### config.mk
export PLATFORM = sky130hd
export DESIGN_NAME = draw_bug_flat
export DESIGN_NICKNAME = d
export VERILOG_FILES = /design/src/rtl/draw_bug_pkg.sv /design/src/rtl/draw_bug_if.sv /design/src/rtl/draw_bug_delay.sv /design/src/rtl/draw_bug.sv /design/src/flat_wrapper.sv
export SDC_FILE = /design/constraint.sdc
export NUM_CORES = 1
export LEC_CHECK = 0
export ABC_CLOCK_PERIOD_IN_PS = 2700
export BUFFER_PORTS_ARGS = -buffer_cell sky130_fd_sc_hd__buf_2
export CORE_MARGIN = 8
export CORE_UTILIZATION = 56
export CTS_BUF_LIST = sky130_fd_sc_hd__clkbuf_8
export DETAILED_ROUTE_END_ITERATION = 12
export HOLD_SLACK_MARGIN = 0.1
export PLACE_DENSITY = 0.82
export SLEW_MARGIN = 10
export SYNTH_ARGS = -nofsm -noshare
export SYNTH_HDL_FRONTEND = slang
export SYNTH_SLANG_ARGS = --single-unit
### constraint.sdc
create_clock -name clk -period 2.7 [get_ports clk]
set_clock_uncertainty 0.1 [all_clocks]
set_input_delay 0.27 -clock clk [delete_from_list [all_inputs] [get_ports clk]]
set_output_delay 0.27 -clock clk [all_outputs]
set_load 0.02 [all_outputs]
### src/rtl/draw_bug_pkg.sv
// Shared VGA constants for the sprite overlay: sprite geometry, colour width,
// default transparent colour and the width of the packed timing bus.
package draw_bug_pkg;

  localparam int XPOS_W_DEF = 11;
  localparam int SPRITE_W   = 64;
  localparam int SPRITE_H   = 64;
  localparam int RGB_W      = 12;
  localparam logic [RGB_W-1:0] KEY_COLOR_DEF = 12'hF0F;

  // Timing bus = hcount + vcount + hsync + vsync + hblnk + vblnk
  function automatic int timing_w(input int xw);
    return 2 * xw + 4;
  endfunction

  localparam int TIMING_W = timing_w(XPOS_W_DEF);

endpackage

### src/rtl/draw_bug_if.sv
// Pixel-stream bundle between timing generator / sprite ROM (master) and the
// sprite overlay (slave).
interface draw_bug_if
  import draw_bug_pkg::*;
#(
  parameter int XPOS_W = XPOS_W_DEF
);

  logic [XPOS_W-1:0] hcount_in, vcount_in, hcount_out, vcount_out;
  logic              hsync_in, vsync_in, hblnk_in, vblnk_in;
  logic              hsync_out, vsync_out, hblnk_out, vblnk_out;
  logic [XPOS_W-1:0] xpos, ypos;
  logic [RGB_W-1:0]  rgb_in, rgb_out;
  logic [11:0]       rom_addr;
  logic [RGB_W-1:0]  rom_rgb;

  modport master (
    output hcount_in, vcount_in, hsync_in, vsync_in, hblnk_in, vblnk_in,
    output rgb_in, xpos, ypos, rom_rgb,
    input  hcount_out, vcount_out, hsync_out, vsync_out, hblnk_out, vblnk_out,
    input  rgb_out, rom_addr
  );

  modport slave (
    input  hcount_in, vcount_in, hsync_in, vsync_in, hblnk_in, vblnk_in,
    input  rgb_in, xpos, ypos, rom_rgb,
    output hcount_out, vcount_out, hsync_out, vsync_out, hblnk_out, vblnk_out,
    output rgb_out, rom_addr
  );

endinterface

### src/rtl/draw_bug_delay.sv
// Fixed-latency shift register: dout is din delayed by DEPTH clocks, reset to 0.
module draw_bug_delay #(
  parameter int WIDTH = 1,
  parameter int DEPTH = 1
) (
  input  logic             clk,
  input  logic             rst_n,
  input  logic [WIDTH-1:0] din,
  output logic [WIDTH-1:0] dout
);

  logic [WIDTH-1:0] pipe_r [DEPTH];

  // Shift chain
  always_ff @(posedge clk or negedge rst_n) begin
    if (!rst_n) begin
      for (int i = 0; i < DEPTH; i++) pipe_r[i] <= '0;
    end else begin
      pipe_r[0] <= din;
      for (int i = 1; i < DEPTH; i++) pipe_r[i] <= pipe_r[i-1];
    end
  end

  assign dout = pipe_r[DEPTH-1];

endmodule

### src/rtl/draw_bug.sv
// Sprite overlay: box test and ROM addressing in stage 1, ROM read in stage 2,
// key-colour compositing in stage 3; timing passes through a 3-clock delay.
module draw_bug
  import draw_bug_pkg::*;
#(
  parameter int               XPOS_W    = XPOS_W_DEF,
  parameter logic [RGB_W-1:0] KEY_COLOR = KEY_COLOR_DEF
) (
  input logic       clk,
  input logic       rst_n,
  draw_bug_if.slave bus
);

  localparam int TW = timing_w(XPOS_W);

  logic              vblnk_prev_r;
  logic [XPOS_W-1:0] xpos_l_r, ypos_l_r;
  logic              vblnk_rise_s;
  logic [XPOS_W:0]   hc_s, vc_s, x0_s, y0_s, x1_s, y1_s;
  logic              in_box_s;
  logic [5:0]        dx_s, dy_s;
  logic              in_box_r, in_box_d_r;
  logic [11:0]       rom_addr_r;
  logic [TW-1:0]     timing_s, timing_d_s;
  logic [RGB_W-1:0]  rgb_d2_s, pix_s, rgb_out_r;
  logic              hblnk_d2_s, vblnk_d2_s;

  assign vblnk_rise_s = bus.vblnk_in & ~vblnk_prev_r;

  // Sprite position is only taken at frame start so a frame is never torn
  always_ff @(posedge clk or negedge rst_n) begin
    if (!rst_n) begin
      vblnk_prev_r <= 1'b0;
      xpos_l_r     <= '0;
      ypos_l_r     <= '0;
    end else begin
      vblnk_prev_r <= bus.vblnk_in;
      if (vblnk_rise_s) begin
        xpos_l_r <= bus.xpos;
        ypos_l_r <= bus.ypos;
      end else begin
        xpos_l_r <= xpos_l_r;
        ypos_l_r <= ypos_l_r;
      end
    end
  end

  // Box test one bit wider than the counts so the right/bottom edge cannot wrap
  always_comb begin
    hc_s     = {1'b0, bus.hcount_in};
    vc_s     = {1'b0, bus.vcount_in};
    x0_s     = {1'b0, xpos_l_r};
    y0_s     = {1'b0, ypos_l_r};
    x1_s     = x0_s + (XPOS_W+1)'(SPRITE_W);
    y1_s     = y0_s + (XPOS_W+1)'(SPRITE_H);
    in_box_s = (hc_s >= x0_s) && (hc_s < x1_s) && (vc_s >= y0_s) && (vc_s < y1_s);
    dx_s     = 6'(bus.hcount_in - xpos_l_r);
    dy_s     = 6'(bus.vcount_in - ypos_l_r);
  end

  // Stage 1 and 2 sprite-side registers
  always_ff @(posedge clk or negedge rst_n) begin
    if (!rst_n) begin
      in_box_r   <= 1'b0;
      in_box_d_r <= 1'b0;
      rom_addr_r <= 12'h000;
    end else begin
      in_box_r   <= in_box_s;
      in_box_d_r <= in_box_r;
      rom_addr_r <= in_box_s ? {dy_s, dx_s} : 12'h000;
    end
  end

  assign timing_s = {bus.hcount_in, bus.vcount_in, bus.hsync_in, bus.vsync_in,
                     bus.hblnk_in, bus.vblnk_in};

  draw_bug_delay #(.WIDTH(TW), .DEPTH(3)) u_timing (
    .clk   (clk),
    .rst_n (rst_n),
    .din   (timing_s),
    .dout  (timing_d_s)
  );

  // Background and blanking only need to reach the compositing stage
  draw_bug_delay #(.WIDTH(RGB_W + 2), .DEPTH(2)) u_bg (
    .clk   (clk),
    .rst_n (rst_n),
    .din   ({bus.rgb_in, bus.hblnk_in, bus.vblnk_in}),
    .dout  ({rgb_d2_s, hblnk_d2_s, vblnk_d2_s})
  );

  always_comb begin
    pix_s = rgb_d2_s;
    if (in_box_d_r && !hblnk_d2_s && !vblnk_d2_s && (bus.rom_rgb != KEY_COLOR)) begin
      pix_s = bus.rom_rgb;
    end else begin
      pix_s = rgb_d2_s;
    end
  end

  // Stage 3 compositing register
  always_ff @(posedge clk or negedge rst_n) begin
    if (!rst_n) rgb_out_r <= '0;
    else        rgb_out_r <= pix_s;
  end

  assign bus.rom_addr = rom_addr_r;
  assign bus.rgb_out  = rgb_out_r;
  assign {bus.hcount_out, bus.vcount_out, bus.hsync_out, bus.vsync_out,
          bus.hblnk_out, bus.vblnk_out} = timing_d_s;

endmodule

### src/flat_wrapper.sv
// flat-port wrapper written by rule: the top's interface ports become plain ports
module draw_bug_flat import draw_bug_pkg::*;
#(
  parameter int               XPOS_W    = XPOS_W_DEF,
  parameter logic [RGB_W-1:0] KEY_COLOR = KEY_COLOR_DEF
)
  (clk, rst_n, bus_hcount_in, bus_vcount_in, bus_hsync_in, bus_vsync_in, bus_hblnk_in, bus_vblnk_in, bus_rgb_in, bus_xpos, bus_ypos, bus_rom_rgb, bus_hcount_out, bus_vcount_out, bus_hsync_out, bus_vsync_out, bus_hblnk_out, bus_vblnk_out, bus_rgb_out, bus_rom_addr);
  draw_bug_if #(.XPOS_W(XPOS_W)) bus_i ();
  input logic clk;
  input logic rst_n;
  input wire logic [$bits(bus_i.hcount_in)-1:0] bus_hcount_in;
  input wire logic [$bits(bus_i.vcount_in)-1:0] bus_vcount_in;
  input wire logic [$bits(bus_i.hsync_in)-1:0] bus_hsync_in;
  input wire logic [$bits(bus_i.vsync_in)-1:0] bus_vsync_in;
  input wire logic [$bits(bus_i.hblnk_in)-1:0] bus_hblnk_in;
  input wire logic [$bits(bus_i.vblnk_in)-1:0] bus_vblnk_in;
  input wire logic [$bits(bus_i.rgb_in)-1:0] bus_rgb_in;
  input wire logic [$bits(bus_i.xpos)-1:0] bus_xpos;
  input wire logic [$bits(bus_i.ypos)-1:0] bus_ypos;
  input wire logic [$bits(bus_i.rom_rgb)-1:0] bus_rom_rgb;
  output wire logic [$bits(bus_i.hcount_out)-1:0] bus_hcount_out;
  output wire logic [$bits(bus_i.vcount_out)-1:0] bus_vcount_out;
  output wire logic [$bits(bus_i.hsync_out)-1:0] bus_hsync_out;
  output wire logic [$bits(bus_i.vsync_out)-1:0] bus_vsync_out;
  output wire logic [$bits(bus_i.hblnk_out)-1:0] bus_hblnk_out;
  output wire logic [$bits(bus_i.vblnk_out)-1:0] bus_vblnk_out;
  output wire logic [$bits(bus_i.rgb_out)-1:0] bus_rgb_out;
  output wire logic [$bits(bus_i.rom_addr)-1:0] bus_rom_addr;
  assign bus_i.hcount_in = bus_hcount_in;
  assign bus_i.vcount_in = bus_vcount_in;
  assign bus_i.hsync_in = bus_hsync_in;
  assign bus_i.vsync_in = bus_vsync_in;
  assign bus_i.hblnk_in = bus_hblnk_in;
  assign bus_i.vblnk_in = bus_vblnk_in;
  assign bus_i.rgb_in = bus_rgb_in;
  assign bus_i.xpos = bus_xpos;
  assign bus_i.ypos = bus_ypos;
  assign bus_i.rom_rgb = bus_rom_rgb;
  assign bus_hcount_out = bus_i.hcount_out;
  assign bus_vcount_out = bus_i.vcount_out;
  assign bus_hsync_out = bus_i.hsync_out;
  assign bus_vsync_out = bus_i.vsync_out;
  assign bus_hblnk_out = bus_i.hblnk_out;
  assign bus_vblnk_out = bus_i.vblnk_out;
  assign bus_rgb_out = bus_i.rgb_out;
  assign bus_rom_addr = bus_i.rom_addr;
  draw_bug #(.XPOS_W(XPOS_W), .KEY_COLOR(KEY_COLOR)) u_core (.clk(clk), .rst_n(rst_n), .bus(bus_i));
endmodule
==> flow_summary.html, run 1 <==
<table>
<tr><th>Metric</th><th>Value</th></tr>
<tr><th colspan="2">Yosys</th></tr>
<tr><td>Average size of a mapped cell</td><td>13.6 sq um</td></tr>
<tr><td>Syn. warnings</td><td>0</td></tr>
<tr><td>Syn nets</td><td>520</td></tr>
<tr><td>Area contributors post-synth</td><td>dfrtp_1 (68%), ha_1 (7.7%), buf_4 (3.1%), mux2_2 (2.4%), o21ai_0 (2.3%)</td></tr>
<tr><td>Synthesized flop and latch total</td><td>150</td></tr>
<tr><td>Number of enable flip-flop cells after synthesis</td><td>0</td></tr>
<tr><td>Most area-hungry cell type in the Yosys netlist</td><td>dfrtp_1</td></tr>
<tr><td>Dominant cell by count in the synthesized netlist</td><td>dfrtp_1</td></tr>
<tr><td>Post-Syn Area</td><td>5560 sq um</td></tr>
<tr><td>Synthesized netlist cell count</td><td>410</td></tr>
<tr><td>Top post-synthesis cells by count</td><td>dfrtp_1 (150), ha_1 (34), inv_1 (29)</td></tr>
<tr><td>Top-area cell type share of the netlist area</td><td>67.5%</td></tr>
<tr><td>Number of different library cells in the post-synthesis netlist</td><td>42</td></tr>
<tr><td>Part of the Yosys area used for sequential elements</td><td>67.5%</td></tr>
<tr><td>Main flop type after synthesis</td><td>dfrtp_1</td></tr>
<tr><td>Share of synthesized registers carrying an async set or reset</td><td>100%</td></tr>
<tr><th colspan="2">Timing</th></tr>
<tr><td>Fin. Hold Viols</td><td>0</td></tr>
<tr><td>Final Setup Violations</td><td>0</td></tr>
<tr><td>Worst Slack Setup Final</td><td>0.0948 ns</td></tr>
<tr><td>Fraction of the cycle the final worst path needs</td><td>96.5%</td></tr>
<tr><td>Final max-slew violation count</td><td>0</td></tr>
<tr><td>Slew at the pin closest to its max-slew limit</td><td>0.752 ns</td></tr>
<tr><td>Final-layout setup total negative slack</td><td>0 ns</td></tr>
<tr><td>Post-layout min period</td><td>2.61 ns</td></tr>
<tr><td>Rel. slew slack</td><td>49.8%</td></tr>
<tr><td>Maximum frequency from static timing analysis</td><td>0.384 GHz</td></tr>
<tr><th colspan="2">Power</th></tr>
<tr><td>Worst IR drop on VDD</td><td>392 uV</td></tr>
<tr><td>Share of power burned in combinational logic</td><td>17.8%</td></tr>
<tr><td>Int Power</td><td>3.67 mW</td></tr>
<tr><td>Sequential group share of total power</td><td>48.5%</td></tr>
<tr><td>Clock share of power</td><td>33.7%</td></tr>
<tr><td>Post-layout total power</td><td>5.10 mW</td></tr>
<tr><td>Power density over the cells</td><td>687 nW/um^2</td></tr>
<tr><td>Net switching component of the power</td><td>1.43 mW</td></tr>
<tr><td>Sw frac</td><td>28.1%</td></tr>
<tr><td>Leakage power</td><td>3.65 nW</td></tr>
<tr><th colspan="2">Floorplan</th></tr>
<tr><td>IO Count</td><td>124</td></tr>
<tr><td>Die Y</td><td>116 um</td></tr>
<tr><td>Area of the placeable core</td><td>9730 sq um</td></tr>
<tr><td>Placement Rows</td><td>36</td></tr>
<tr><td>Overall die width</td><td>116 um</td></tr>
<tr><td>Initial core utilization</td><td>57.2%</td></tr>
<tr><td>Die Area</td><td>13,400 sq um</td></tr>
<tr><th colspan="2">Routing</th></tr>
<tr><td>Final antenna-violating net count</td><td>0</td></tr>
<tr><td>Average wire per standard cell</td><td>16.9 um</td></tr>
<tr><td>Number of violations reported at the end of detailed-routing iteration 0</td><td>236</td></tr>
<tr><td>Via density per instance</td><td>4.96</td></tr>
<tr><td>Routed wire length</td><td>12,700 um</td></tr>
<tr><td>DRT Pass-1 Iters</td><td>5</td></tr>
<tr><td>Via count of the routed design</td><td>3,752</td></tr>
<tr><td>Drc violations</td><td>0</td></tr>
<tr><th colspan="2">Job</th></tr>
<tr><td>Max_cap viols</td><td>0</td></tr>
<tr><th colspan="2">Cells and area</th></tr>
<tr><td>Number of nets in the layout</td><td>720</td></tr>
<tr><td>Fraction of layout instances using a drive strength above 1</td><td>31.8%</td></tr>
<tr><td>Layout-stage area growth over the synthesis result</td><td>33.6%</td></tr>
<tr><td>Share of the core filled with cells</td><td>76.4%</td></tr>
<tr><td>Cell Count, Final, Fillers Out</td><td>756</td></tr>
<tr><td>Antenna cells</td><td>0</td></tr>
<tr><th colspan="2">Clock network</th></tr>
<tr><td>Number of buffers added by the clock tree synthesis step</td><td>17</td></tr>
<tr><td>H-tree level count</td><td>4</td></tr>
<tr><td>Bufs on Longest Clock Path</td><td>2</td></tr>
<tr><td>Clock sink count</td><td>150</td></tr>
<tr><td>Latest clock arrival within the worst-skew pair</td><td>0.43 ns</td></tr>
<tr><td>CTS tree</td><td>yes</td></tr>
<tr><td>Register clock-pin slew on the reported worst setup and hold paths</td><td>0.09 ns</td></tr>
<tr><td>Root buffer cell</td><td>clkbuf_8</td></tr>
<tr><th colspan="2">GRT</th></tr>
<tr><td>Overall global routing resource usage</td><td>20.2%</td></tr>
<tr><td>Pin count of the biggest net entering global routing</td><td>89</td></tr>
<tr><td>Gr ovfl total</td><td>0</td></tr>
<tr><td>Via count of the first global-routing pass</td><td>4,208</td></tr>
<tr><td>Global-route wire length before repair</td><td>20,500 um</td></tr>
<tr><td>Initial antenna violation count</td><td>0</td></tr>
<tr><th colspan="2">Place</th></tr>
<tr><td>Count of placed standard cells including taps</td><td>643</td></tr>
<tr><td>Setup slack at placement</td><td>0.0945 ns</td></tr>
<tr><td>Final RePlAce weighted congestion</td><td>0.824</td></tr>
<tr><td>Number of input and output port buffers inserted</td><td>123</td></tr>
<tr><td>Detailed placer's ending HPWL</td><td>7990 um</td></tr>
<tr><th colspan="2">Worst hold path</th></tr>
<tr><td>Endpoint of the worst hold-timing path</td><td>u_core.u_timing.pipe_r[33]</td></tr>
<tr><td>Cell depth of the worst min-delay path</td><td>0</td></tr>
<tr><td>Worst hold start</td><td>u_core.u_timing.pipe_r[59]</td></tr>
<tr><td>Type of the worst min-delay path</td><td>flop to flop</td></tr>
<tr><th colspan="2">Worst setup path</th></tr>
<tr><td>Number of cells on the worst reg-to-reg path</td><td>9</td></tr>
<tr><td>Data arrival time of the critical path</td><td>2.88 ns</td></tr>
<tr><td>Start-to-end type of the worst setup path</td><td>primary input to flop</td></tr>
<tr><td>Category of the worst setup path launch point</td><td>primary input</td></tr>
<tr><td>Endpoint type of the worst setup path</td><td>flop</td></tr>
<tr><td>Minimum setup slack among reg-to-reg paths</td><td>0.13 ns</td></tr>
<tr><td>Reg2reg end</td><td>u_core.bus.rom_addr[9]</td></tr>
<tr><td>Critical-path maximum fanout</td><td>7</td></tr>
<tr><td>Worst reg2reg path startpoint</td><td>u_core.ypos_l_r[0]</td></tr>
<tr><td>CP required</td><td>2.97 ns</td></tr>
<tr><th colspan="2">Run status</th></tr>
<tr><td>Run status</td><td>completed</td></tr>
</table>
-- how the worst max path moves through the flow --
stage	slack [ns]	end	from	depth (start not counted)
6_report	0.09	u_core.bus.rom_addr[9]	bus_vcount_in[2]	9
5_1_grt	-0.005	u_core.bus.rom_addr[9]	u_core.xpos_l_r[6]	9
4_1_cts	0.04	u_core.bus.rom_addr[9]	bus_hcount_in[0]	12
3_5_place_dp	0.09	u_core.bus.rom_addr[9]	bus_vcount_in[0]	11
3_3_place_gp	0.12	u_core.bus.rom_addr[9]	bus_vcount_in[0]	11
2_1_floorplan	0.34	u_core.bus.rom_addr[1]	u_core.ypos_l_r[0]	9
-- timing repair --
action	in CTS	in global routing
gates resized for setup	0	11
setup endpoints to repair	0	13
hold buffers	73	0
hold endpoints to repair	157	0
buffers inserted	0	8
-- registers in the layout, indices dropped and copies added (netlist names) --
signal                  count
u_core.in_box_r             1
u_core.u_bg.dout           12
u_core.in_box_d_r           1
u_core.bus.rgb_out         12
u_core.bus.rom_addr        12
u_core.u_timing.pipe_r     50
u_core.u_timing.dout       26
u_core.xpos_l_r            11
u_core.u_bg.pipe_r         14
u_core.ypos_l_r            11
-- per-stage QoR --
step	area, sq um	hold WS (ns)
final	7430	0.251
after global routing	7430	0.250
after global placement	6200	0.231
after CTS	7340	0.254
after floorplan	5560	-0.126
after detailed placement	6200	0.235
-- cell families after synthesis --
| logic type | Yosys count | synth area share, % |
|---|---|---|
| muxes | 12 | 2.43 |
| buffers and inverters | 59 | 5.56 |
| and+or+nand+nor | 76 | 7.11 |
| xor gates and xnor gates | 11 | 1.73 |
| AOI/OAI and AO/OA | 66 | 7.29 |
| adders and majority gates | 36 | 8.37 |
| DFF | 150 | 67.5 |
-- worst max-delay path: stages --
cell,delay [ns]
dlygate4sd3_1,0.54
buf_2,0.15
ha_1,0.37
a211o_1,0.34
a21oi_1,0.15
o2111ai_1,0.15
a222oi_1,0.47
buf_4,0.23
and4_2,0.21
-- cell type report --
cell class | count | area, sq um
Clock buffer | 17 | 234
Sequential cell | 150 | 3750
Timing Repair Buffer | 211 | 1470
Clock inverter | 15 | 169
Fill cell | 620 | 2300
Inverter | 29 | 109
Multi-Input combinational cell | 201 | 1530
Tap cell | 133 | 166
-- per-layer routing --
metal  vias to the layer above  part of all wire (%)  GRT usage (%)
li1                       1767                     -              -
met1                      1830                    40           21.8
met2                       128                    52           36.2
met3                        27                   6.0           5.58
met4                         0                   2.4           9.08
met5                         -                     0              0
-- cell usage in the layout, fill, tap and decap left out, types with 2 or more instances in the layout --
cell type      netlist  routed
nand2_1             27      27
a31oi_1              2       2
bufinv_16            0       2
ha_1                34      32
buf_2                1     122
a21oi_2              0       2
inv_8                0       2
xor2_1               3       3
o21ai_0             26      26
nand4_1              3       3
a21o_1               4       4
dlygate4sd3_1        0      73
buf_4               23      15
fa_2                 0       2
o21a_1               3       3
nand3b_1             2       2
xnor2_1              8       8
nor2_1               9       9
inv_6                0       6
and3_1               8       8
dfrtp_1            150     149
nand3_1             10      10
clkinvlp_4           0       2
clkbuf_8             0      17
mux2_2              12      12
a21oi_1             16      14
a211o_1              2       2
inv_1               29      28
clkinv_2             0       2
nor3_1               2       2
o2111ai_1            3       3
and3b_2              2       2
nor2b_1              6       5
-- power by group through the flow --
stage | sequential [mW] | clock (mW) | combinational [mW]
2_1_floorplan | 2.55 | 0 | 0.448
3_3_place_gp | 2.51 | 0 | 0.733
3_5_place_dp | 2.52 | 0 | 0.762
4_1_cts | 2.47 | 1.76 | 0.853
5_1_grt | 2.49 | 1.86 | 1.01
6_report | 2.47 | 1.72 | 0.907
(Power assumes the default switching activity.)
==> run 2: changes to the inputs <==
--- a/config.mk
+++ b/config.mk
@@ -6,7 +6,8 @@
 export NUM_CORES = 1
 export LEC_CHECK = 0
 export ABC_CLOCK_PERIOD_IN_PS = 2700
-export BUFFER_PORTS_ARGS = -buffer_cell sky130_fd_sc_hd__buf_2
+export BUFFER_PORTS_ARGS = -buffer_cell sky130_fd_sc_hd__buf_4
+export CORE_ASPECT_RATIO = 1.75
 export CORE_MARGIN = 8
 export CORE_UTILIZATION = 56
 export CTS_BUF_LIST = sky130_fd_sc_hd__clkbuf_8
@@ -17,3 +18,4 @@
 export SYNTH_ARGS = -nofsm -noshare
 export SYNTH_HDL_FRONTEND = slang
 export SYNTH_SLANG_ARGS = --single-unit
+export TNS_END_PERCENT = 5
==> run 2 against run 1 <==
  * First-iteration DRC count is 38% lower
  * Global-route usage rose by 0.26 points
  * Design area is 3.4% higher
  * Die area up 0.94%
  * Largest cell class unchanged
  * Critical path type unchanged
  * Register-to-register slack got worse by 0.06 ns
==> flow_summary.html, run 2 (same netlist as run 1, synthesis figures left out) <==
<table>
<tr><th>Metric</th><th>Value</th></tr>
<tr><th colspan="2">Floorplan</th></tr>
<tr><td>Die Y</td><td>148 um (+28%)</td></tr>
<tr><td>Overall die width</td><td>91.3 um (-21%)</td></tr>
<tr><td>Initial core utilization</td><td>56.8% (-0.35 points)</td></tr>
<tr><td>Die Area</td><td>13,500 sq um (+0.94%)</td></tr>
<tr><td>Area of the placeable core</td><td>9790 sq um (+0.62%)</td></tr>
<tr><td>Placement Rows</td><td>48 (+33%)</td></tr>
<tr><td>IO Count</td><td>124 (unchanged)</td></tr>
<tr><th colspan="2">Routing</th></tr>
<tr><td>Via density per instance</td><td>5.14 (+3.5%)</td></tr>
<tr><td>Average wire per standard cell</td><td>17.9 um (+6.4%)</td></tr>
<tr><td>Drc violations</td><td>0 (unchanged)</td></tr>
<tr><td>DRT Pass-1 Iters</td><td>5 (unchanged)</td></tr>
<tr><td>Routed wire length</td><td>13,300 um (+4.6%)</td></tr>
<tr><td>Via count of the routed design</td><td>3,818 (+1.8%)</td></tr>
<tr><td>Final antenna-violating net count</td><td>0 (unchanged)</td></tr>
<tr><td>Number of violations reported at the end of detailed-routing iteration 0</td><td>146 (-38%)</td></tr>
<tr><th colspan="2">Place</th></tr>
<tr><td>Final RePlAce weighted congestion</td><td>0.838 (+1.7%)</td></tr>
<tr><td>Detailed placer's ending HPWL</td><td>8630 um (+7.9%)</td></tr>
<tr><td>Total placed instance area</td><td>6500 sq um (+4.8%)</td></tr>
<tr><td>Setup slack at placement</td><td>0.0597 ns (-0.0348 ns)</td></tr>
<tr><td>Number of input and output port buffers inserted</td><td>123 (unchanged)</td></tr>
<tr><th colspan="2">Cells and area</th></tr>
<tr><td>Share of the core filled with cells</td><td>78.5% (+2.1 points)</td></tr>
<tr><td>Most common cell after layout, fill and taps aside</td><td>dfrtp_1</td></tr>
<tr><td>Most flop-heavy register</td><td>u_core.u_timing.pipe_r</td></tr>
<tr><td>Max FFs per register</td><td>50 (unchanged)</td></tr>
<tr><td>Leading cell types in the layout, fill and taps excluded</td><td>dfrtp_1 (150), buf_4 (130), dlygate4sd3_1 (73)</td></tr>
<tr><td>Antenna cells</td><td>0 (unchanged)</td></tr>
<tr><td>Layout-stage area growth over the synthesis result</td><td>38.2%</td></tr>
<tr><td>Non-Filler Cell Area, Final</td><td>7680 sq um (+3.4%)</td></tr>
<tr><td>Number of nets in the layout</td><td>715 (-0.69%)</td></tr>
<tr><td>Fraction of layout instances using a drive strength above 1</td><td>31.2% (-0.55 points)</td></tr>
<tr><th colspan="2">Clock network</th></tr>
<tr><td>H-tree level count</td><td>4 (unchanged)</td></tr>
<tr><td>Clock sink count</td><td>150 (unchanged)</td></tr>
<tr><td>Latest clock arrival within the worst-skew pair</td><td>0.44 ns (about the same)</td></tr>
<tr><td>CTS tree</td><td>yes</td></tr>
<tr><td>Bufs on Longest Clock Path</td><td>2 (unchanged)</td></tr>
<tr><td>Register clock-pin slew on the reported worst setup and hold paths</td><td>0.08 ns (about the same)</td></tr>
<tr><td>Root buffer cell</td><td>clkbuf_8</td></tr>
<tr><td>Number of buffers added by the clock tree synthesis step</td><td>17 (unchanged)</td></tr>
<tr><th colspan="2">Power</th></tr>
<tr><td>Power density over the cells</td><td>664 nW/um^2 (-3.2%)</td></tr>
<tr><td>Leakage power</td><td>3.72 nW (+1.8%)</td></tr>
<tr><td>Share of power burned in combinational logic</td><td>19.2% (+1.4 points)</td></tr>
<tr><td>Sequential group share of total power</td><td>48.5% (about the same)</td></tr>
<tr><td>Net switching component of the power</td><td>1.45 mW (+1.2%)</td></tr>
<tr><td>Sw frac</td><td>28.5% (+0.33 points)</td></tr>
<tr><td>Worst IR drop on VDD</td><td>395 uV (+0.99%)</td></tr>
<tr><td>Int Power</td><td>3.65 mW (-0.40%)</td></tr>
<tr><td>Clock share of power</td><td>32.3% (-1.4 points)</td></tr>
<tr><td>Post-layout total power</td><td>5.11 mW (about the same)</td></tr>
<tr><th colspan="2">Worst hold path</th></tr>
<tr><td>Type of the worst min-delay path</td><td>primary input to asynchronous set/reset pin</td></tr>
<tr><th colspan="2">Worst setup path</th></tr>
<tr><td>Endpoint type of the worst setup path</td><td>flop</td></tr>
<tr><td>CP required</td><td>2.98 ns (about the same)</td></tr>
<tr><td>Maximum single-stage delay on the critical path</td><td>0.56 ns (+0.02 ns)</td></tr>
<tr><td>Critical-path cell list</td><td>dlygate4sd3_1 -&gt; buf_4 -&gt; inv_1 -&gt; ha_2 -&gt; inv_1 -&gt; fa_2 -&gt; a21o_1 -&gt; a21oi_2 -&gt; o211ai_1 -&gt; a222oi_1 -&gt; buf_4 -&gt; buf_4 -&gt; and4_2</td></tr>
<tr><td>Data arrival time of the critical path</td><td>2.93 ns (+0.05 ns)</td></tr>
<tr><td>Minimum setup slack among reg-to-reg paths</td><td>0.07 ns (-0.06 ns)</td></tr>
<tr><td>Start-to-end type of the worst setup path</td><td>primary input to flop</td></tr>
<tr><td>Critical-path maximum fanout</td><td>7 (unchanged)</td></tr>
<tr><td>Number of buffers and inverters on the critical path</td><td>6 (+3)</td></tr>
<tr><td>Most Frequent Cell on Critical Path</td><td>buf_4</td></tr>
<tr><td>Slowest CP cell</td><td>dlygate4sd3_1</td></tr>
<tr><td>Category of the worst setup path launch point</td><td>primary input</td></tr>
<tr><td>Reg2reg end</td><td>u_core.bus.rom_addr[9]</td></tr>
<tr><td>Worst path top cell family by delay</td><td>buffers and inverters</td></tr>
<tr><td>Worst reg2reg path startpoint</td><td>u_core.ypos_l_r[0]</td></tr>
<tr><td>Number of cells on the worst reg-to-reg path</td><td>10 (+1)</td></tr>
<tr><th colspan="2">GRT</th></tr>
<tr><td>Gr ovfl total</td><td>0 (unchanged)</td></tr>
<tr><td>Global-route wire length before repair</td><td>21,200 um (+3.3%)</td></tr>
<tr><td>Pin count of the biggest net entering global routing</td><td>68 (-24%)</td></tr>
<tr><td>Via count of the first global-routing pass</td><td>4,232 (+0.57%)</td></tr>
<tr><td>Initial antenna violation count</td><td>0 (unchanged)</td></tr>
<tr><td>Overall global routing resource usage</td><td>20.5% (+0.26 points)</td></tr>
<tr><th colspan="2">Run status</th></tr>
<tr><td>Run status</td><td>completed</td></tr>
<tr><th colspan="2">Timing</th></tr>
<tr><td>Rel. slew slack</td><td>52.4% (+2.5 points)</td></tr>
<tr><td>Worst hold-check slack</td><td>0.248 ns (-0.00223 ns)</td></tr>
<tr><td>Final Setup Violations</td><td>0 (unchanged)</td></tr>
<tr><td>Slew at the pin closest to its max-slew limit</td><td>0.705 ns (-0.0478 ns)</td></tr>
<tr><td>Worst Slack Setup Final</td><td>0.0509 ns (-0.0439 ns)</td></tr>
<tr><td>Final max-slew violation count</td><td>0 (unchanged)</td></tr>
<tr><td>Maximum frequency from static timing analysis</td><td>0.377 GHz (-1.7%)</td></tr>
<tr><td>Post-layout min period</td><td>2.65 ns (+0.0439 ns)</td></tr>
<tr><td>Fraction of the cycle the final worst path needs</td><td>98.1% (+1.6 points)</td></tr>
<tr><td>Fin. Hold Viols</td><td>0 (unchanged)</td></tr>
<tr><th colspan="2">Job</th></tr>
<tr><td>Max_cap viols</td><td>0 (unchanged)</td></tr>
</table>
run 2: cell types whose count changed in the layout (fill, tap and decap cells not counted), sizes merged:
| cell | delta |
|---|---|
| buf | -5 |
| clkinvlp | +2 |
| inv | -2 |
| bufinv | -1 |
| clkbuf | +1 |
run 2: worst max path at each step:
stage	startpoint	end	slack, ns	cells after the start
4_1_cts	bus_hcount_in[0]	u_core.bus.rom_addr[9]	0.05	12
6_report	bus_hcount_in[0]	u_core.bus.rom_addr[9]	0.05	13
3_5_place_dp	bus_vcount_in[0]	u_core.bus.rom_addr[9]	0.06	11
5_1_grt	bus_hcount_in[0]	u_core.bus.rom_addr[5]	-0.03	13
3_3_place_gp	bus_vcount_in[0]	u_core.bus.rom_addr[9]	0.11	11
2_1_floorplan	u_core.ypos_l_r[0]	u_core.bus.rom_addr[1]	0.34	9
run 2: worst register-to-register path, cell delays in order, from the launching register on:
cell,delay [ns]
dfrtp_1,0.36
ha_2,0.19
inv_1,0.05
fa_2,0.36
a211o_1,0.31
a21oi_2,0.16
o2111ai_2,0.16
a222oi_1,0.34
buf_4,0.18
buf_4,0.14
and4_2,0.21
run 2: area by class of cell:
cell class	instances	area [sq um]
Sequential cell	150	3750
Multi-Input combinational cell	201	1540
Tap cell	125	156
Inverter	29	109
Timing Repair Buffer	206	1740
Clock inverter	14	140
Fill cell	526	2100
Clock buffer	18	248
run 2: per-stage QoR:
| step | std cells | setup TNS (ns) |
|---|---|---|
| 2_1_floorplan | 410 | 0 |
| 3_3_place_gp | 634 | 0 |
| 3_5_place_dp | 634 | 0 |
| 4_1_cts | 739 | 0 |
| 5_1_grt | 743 | -0.196 |
| 6_report | 743 | 0 |
run 2: routing by layer:
metal | vias up | wire length (um) | global-route usage (%)
li1 | 1748 | - | -
met1 | 1905 | 4700 | 19.6
met2 | 135 | 7610 | 38.3
met3 | 30 | 582 | 5.79
met4 | 0 | 444 | 10.3
met5 | - | 0 | 0
run 2: repair_timing:
| item | 4_1_cts | 5_1_grt |
|---|---|---|
| resized for setup | 0 | 10 |
| endpoints found under the hold margin | 128 | 0 |
| buffers inserted | 0 | 3 |
| hold buffers | 73 | 0 |
| setup endpoints to repair | 0 | 13 |
run 2: power by group through the flow:
stage | Clock (mW) | Sequential [mW] | Combinational (mW)
2_1_floorplan | 0 | 2.55 | 0.448
6_report | 1.65 | 2.48 | 0.981
5_1_grt | 1.77 | 2.49 | 1.08
4_1_cts | 1.67 | 2.47 | 0.931
3_5_place_dp | 0 | 2.52 | 0.830
3_3_place_gp | 0 | 2.50 | 0.801
==> run 3: changes to the inputs <==
--- a/config.mk
+++ b/config.mk
@@ -10,7 +10,7 @@
 export CORE_ASPECT_RATIO = 1.75
 export CORE_MARGIN = 8
 export CORE_UTILIZATION = 56
-export CTS_BUF_LIST = sky130_fd_sc_hd__clkbuf_8
+export CTS_BUF_LIST = sky130_fd_sc_hd__clkbuf_4
 export DETAILED_ROUTE_END_ITERATION = 12
 export HOLD_SLACK_MARGIN = 0.1
 export PLACE_DENSITY = 0.82
==> run 3 against run 2 <==
  * First-iteration DRC count rose by 16%
  * Die area did not move
  * Final cell count did not move
  * Design area fell by 1.4%
  * Clock-buffer cell count fell by 1
  * Critical path depth fell by 3
  * Wire length rose by 3.7%
  * Sequential share of layout area rose by 0.70 points
  * Register-to-register slack got worse by 0.05 ns
  * Sequential cell count did not move
==> flow_summary.html, run 3 (same netlist as run 1, synthesis figures left out) <==
<table>
<tr><th>Metric</th><th>Value</th></tr>
<tr><th colspan="2">Run status</th></tr>
<tr><td>Run status</td><td>completed</td></tr>
<tr><th colspan="2">GRT</th></tr>
<tr><td>Global-route wire length before repair</td><td>21,900 um (+3.1%)</td></tr>
<tr><td>Gr ovfl total</td><td>0 (unchanged)</td></tr>
<tr><td>Pin count of the biggest net entering global routing</td><td>68 (unchanged)</td></tr>
<tr><td>Overall global routing resource usage</td><td>21.4% (+0.88 points)</td></tr>
<tr><td>Initial antenna violation count</td><td>1 (+1)</td></tr>
<tr><td>Via count of the first global-routing pass</td><td>4,213 (-0.45%)</td></tr>
<tr><th colspan="2">Worst setup path</th></tr>
<tr><td>CP required</td><td>3.08 ns (+0.10 ns)</td></tr>
<tr><td>Start-to-end type of the worst setup path</td><td>flop to flop</td></tr>
<tr><td>Critical-path cell list</td><td>ha_4 -&gt; inv_2 -&gt; fa_2 -&gt; a211o_1 -&gt; a21oi_2 -&gt; o2111ai_2 -&gt; a222oi_1 -&gt; buf_4 -&gt; buf_6 -&gt; and4_4</td></tr>
<tr><td>Slowest CP cell</td><td>dfrtp_1</td></tr>
<tr><td>Critical-path maximum fanout</td><td>7 (unchanged)</td></tr>
<tr><td>Worst reg2reg path startpoint</td><td>u_core.ypos_l_r[0]</td></tr>
<tr><td>Data arrival time of the critical path</td><td>3.06 ns (+0.13 ns)</td></tr>
<tr><td>Endpoint type of the worst setup path</td><td>flop</td></tr>
<tr><td>Category of the worst setup path launch point</td><td>flop</td></tr>
<tr><td>Maximum single-stage delay on the critical path</td><td>0.43 ns (-0.13 ns)</td></tr>
<tr><td>Number of buffers and inverters on the critical path</td><td>3 (-3)</td></tr>
<tr><td>Number of cells on the worst reg-to-reg path</td><td>10 (unchanged)</td></tr>
<tr><td>Reg2reg end</td><td>u_core.bus.rom_addr[9]</td></tr>
<tr><td>Worst path top cell family by delay</td><td>compound AO/OA/AOI/OAI gates</td></tr>
<tr><td>Minimum setup slack among reg-to-reg paths</td><td>0.02 ns (-0.05 ns)</td></tr>
<tr><th colspan="2">Clock network</th></tr>
<tr><td>Latest clock arrival within the worst-skew pair</td><td>0.54 ns (+0.10 ns)</td></tr>
<tr><td>Bufs on Longest Clock Path</td><td>2 (unchanged)</td></tr>
<tr><td>Root buffer cell</td><td>clkbuf_4</td></tr>
<tr><td>Number of buffers added by the clock tree synthesis step</td><td>17 (unchanged)</td></tr>
<tr><td>Register clock-pin slew on the reported worst setup and hold paths</td><td>0.13 ns (+0.05 ns)</td></tr>
<tr><td>H-tree level count</td><td>4 (unchanged)</td></tr>
<tr><td>Clock sink count</td><td>150 (unchanged)</td></tr>
<tr><td>CTS tree</td><td>yes</td></tr>
<tr><th colspan="2">Job</th></tr>
<tr><td>Max_cap viols</td><td>0 (unchanged)</td></tr>
<tr><th colspan="2">Timing</th></tr>
<tr><td>Slew at the pin closest to its max-slew limit</td><td>0.656 ns (-0.0486 ns)</td></tr>
<tr><td>Post-layout min period</td><td>2.68 ns (+0.0354 ns)</td></tr>
<tr><td>Maximum frequency from static timing analysis</td><td>0.373 GHz (-1.3%)</td></tr>
<tr><td>Fraction of the cycle the final worst path needs</td><td>99.4% (+1.3 points)</td></tr>
<tr><td>Final Setup Violations</td><td>0 (unchanged)</td></tr>
<tr><td>Final-layout setup total negative slack</td><td>0 ns (unchanged)</td></tr>
<tr><td>Fin. Hold Viols</td><td>0 (unchanged)</td></tr>
<tr><td>Rel. slew slack</td><td>55.6% (+3.3 points)</td></tr>
<tr><td>RSZ-0062 raised after global routing</td><td>yes</td></tr>
<tr><td>Final max-slew violation count</td><td>0 (unchanged)</td></tr>
<tr><th colspan="2">Cells and area</th></tr>
<tr><td>Cell Count, Final, Fillers Out</td><td>743 (unchanged)</td></tr>
<tr><td>Most common cell after layout, fill and taps aside</td><td>dfrtp_1</td></tr>
<tr><td>Number of nets in the layout</td><td>714 (-0.14%)</td></tr>
<tr><td>Most flop-heavy register</td><td>u_core.u_timing.pipe_r</td></tr>
<tr><td>Fraction of layout instances using a drive strength above 1</td><td>31.0% (-0.27 points)</td></tr>
<tr><td>Non-Filler Cell Area, Final</td><td>7580 sq um (-1.4%)</td></tr>
<tr><td>Max FFs per register</td><td>50 (unchanged)</td></tr>
<tr><td>Share of the core filled with cells</td><td>77.4% (-1.1 points)</td></tr>
<tr><td>Leading cell types in the layout, fill and taps excluded</td><td>dfrtp_1 (150), buf_4 (129), dlygate4sd3_1 (73)</td></tr>
<tr><td>Filler instances</td><td>558 (+6.1%)</td></tr>
<tr><td>Layout-stage area growth over the synthesis result</td><td>36.3%</td></tr>
<tr><th colspan="2">Power</th></tr>
<tr><td>Net switching component of the power</td><td>1.43 mW (-1.8%)</td></tr>
<tr><td>Power density over the cells</td><td>632 nW/um^2 (-4.9%)</td></tr>
<tr><td>Share of power burned in combinational logic</td><td>20.7% (+1.5 points)</td></tr>
<tr><td>Sequential group share of total power</td><td>51.8% (+3.3 points)</td></tr>
<tr><td>Int Power</td><td>3.36 mW (-8.0%)</td></tr>
<tr><td>Sw frac</td><td>29.8% (+1.4 points)</td></tr>
<tr><td>Worst IR drop on VDD</td><td>335 uV (-15%)</td></tr>
<tr><td>Post-layout total power</td><td>4.79 mW (-6.3%)</td></tr>
<tr><td>Clock share of power</td><td>27.4% (-4.9 points)</td></tr>
<tr><td>Leakage power</td><td>3.66 nW (-1.6%)</td></tr>
<tr><th colspan="2">Place</th></tr>
<tr><td>Final RePlAce weighted congestion</td><td>0.838 (unchanged)</td></tr>
<tr><td>Number of input and output port buffers inserted</td><td>123 (unchanged)</td></tr>
<tr><td>Count of placed standard cells including taps</td><td>634 (unchanged)</td></tr>
<tr><td>Total placed instance area</td><td>6500 sq um (unchanged)</td></tr>
<tr><td>Detailed placer's ending HPWL</td><td>8630 um (unchanged)</td></tr>
<tr><th colspan="2">Routing</th></tr>
<tr><td>Average wire per standard cell</td><td>18.6 um (+3.7%)</td></tr>
<tr><td>Via density per instance</td><td>5.19 (+1.0%)</td></tr>
<tr><td>Number of violations reported at the end of detailed-routing iteration 0</td><td>169 (+16%)</td></tr>
<tr><td>DRT Pass-1 Iters</td><td>7 (+2)</td></tr>
<tr><td>Via count of the routed design</td><td>3,857 (+1.0%)</td></tr>
<tr><td>Drc violations</td><td>0 (unchanged)</td></tr>
<tr><td>Final antenna-violating net count</td><td>0 (unchanged)</td></tr>
<tr><td>Routed wire length</td><td>13,800 um (+3.7%)</td></tr>
<tr><th colspan="2">Floorplan</th></tr>
<tr><td>Placement Rows</td><td>48 (unchanged)</td></tr>
<tr><td>Overall die width</td><td>91.3 um (unchanged)</td></tr>
<tr><td>Area of the placeable core</td><td>9790 sq um (unchanged)</td></tr>
<tr><td>Initial core utilization</td><td>56.8% (unchanged)</td></tr>
<tr><td>IO Count</td><td>124 (unchanged)</td></tr>
<tr><td>Die Y</td><td>148 um (unchanged)</td></tr>
<tr><td>Die Area</td><td>13,500 sq um (unchanged)</td></tr>
<tr><th colspan="2">Worst hold path</th></tr>
<tr><td>Type of the worst min-delay path</td><td>primary input to asynchronous set/reset pin</td></tr>
</table>
[run 3: worst reg2reg max path, delay by kind of cell, from the launching register on]
| family | cells | cell delay (ns) |
|---|---|---|
| AND/OR/NAND/NOR | 1 | 0.21 |
| flip-flops | 1 | 0.43 |
| buffers and inverters | 3 | 0.34 |
| AO/OA/AOI/OAI | 4 | 0.99 |
| adder cells (fa/ha/maj) | 2 | 0.55 |
[run 3: power by group through the flow]
| stage | clock network (mW) | registers [mW] | logic (mW) |
|---|---|---|---|
| floorplan | 0 | 2.55 | 0.448 |
| global placement | 0 | 2.50 | 0.801 |
| detailed placement | 0 | 2.52 | 0.830 |
| CTS | 1.32 | 2.47 | 0.927 |
| global route | 1.43 | 2.49 | 1.09 |
| finish | 1.31 | 2.48 | 0.992 |
[run 3: worst max-delay path by stage]
stage	endpoint	slack [ns]	cells after the start	start
after floorplan	u_core.bus.rom_addr[1]	0.34	9	u_core.ypos_l_r[0]
after global placement	u_core.bus.rom_addr[9]	0.11	11	bus_vcount_in[0]
after detailed placement	u_core.bus.rom_addr[9]	0.06	11	bus_vcount_in[0]
after CTS	u_core.bus.rom_addr[9]	0.03	12	bus_vcount_in[0]
final	u_core.bus.rom_addr[9]	0.02	10	u_core.ypos_l_r[0]
after global routing	u_core.bus.rom_addr[9]	-0.09	10	u_core.ypos_l_r[0]
[run 3: final cells by class]
| class | instances | area (sq um) | share of cell area (%) |
|---|---|---|---|
| diodes | 1 | 2.50 | 0.0330 |
| clock buffers | 17 | 128 | 1.68 |
| clock inverters | 15 | 144 | 1.90 |
| inverters | 29 | 111 | 1.47 |
| multi-input cells | 201 | 1540 | 20.3 |
| flip-flops and latches | 150 | 3750 | 49.5 |
| well taps | 125 | 156 | 2.06 |
| repair buffers | 205 | 1740 | 23.0 |
[run 3: repair_timing]
item | in CTS | in global routing
hold buffers | 73 | 0
hold endpoints to repair | 224 | 0
gates resized for setup | 0 | 15
buffers inserted | 0 | 3
setup endpoints to repair | 0 | 13
[run 3: metrics by stage]
| stage | setup slack [ns] | hold WS, ns |
|---|---|---|
| after floorplan | 0.337 | -0.126 |
| after global placement | 0.110 | 0.168 |
| after detailed placement | 0.0597 | 0.164 |
| after CTS | 0.0335 | 0.136 |
| after global routing | -0.0911 | 0.182 |
| final | 0.0155 | 0.146 |
[run 3: routing by layer]
metal  track usage, %  up-vias  part of all wire [%]
li1                 -     1760                     -
met1             20.0     1925                    33
met2             41.4      142                    59
met3             5.49       30                   4.4
met4             9.65        0                   3.0
met5                0        -                     0
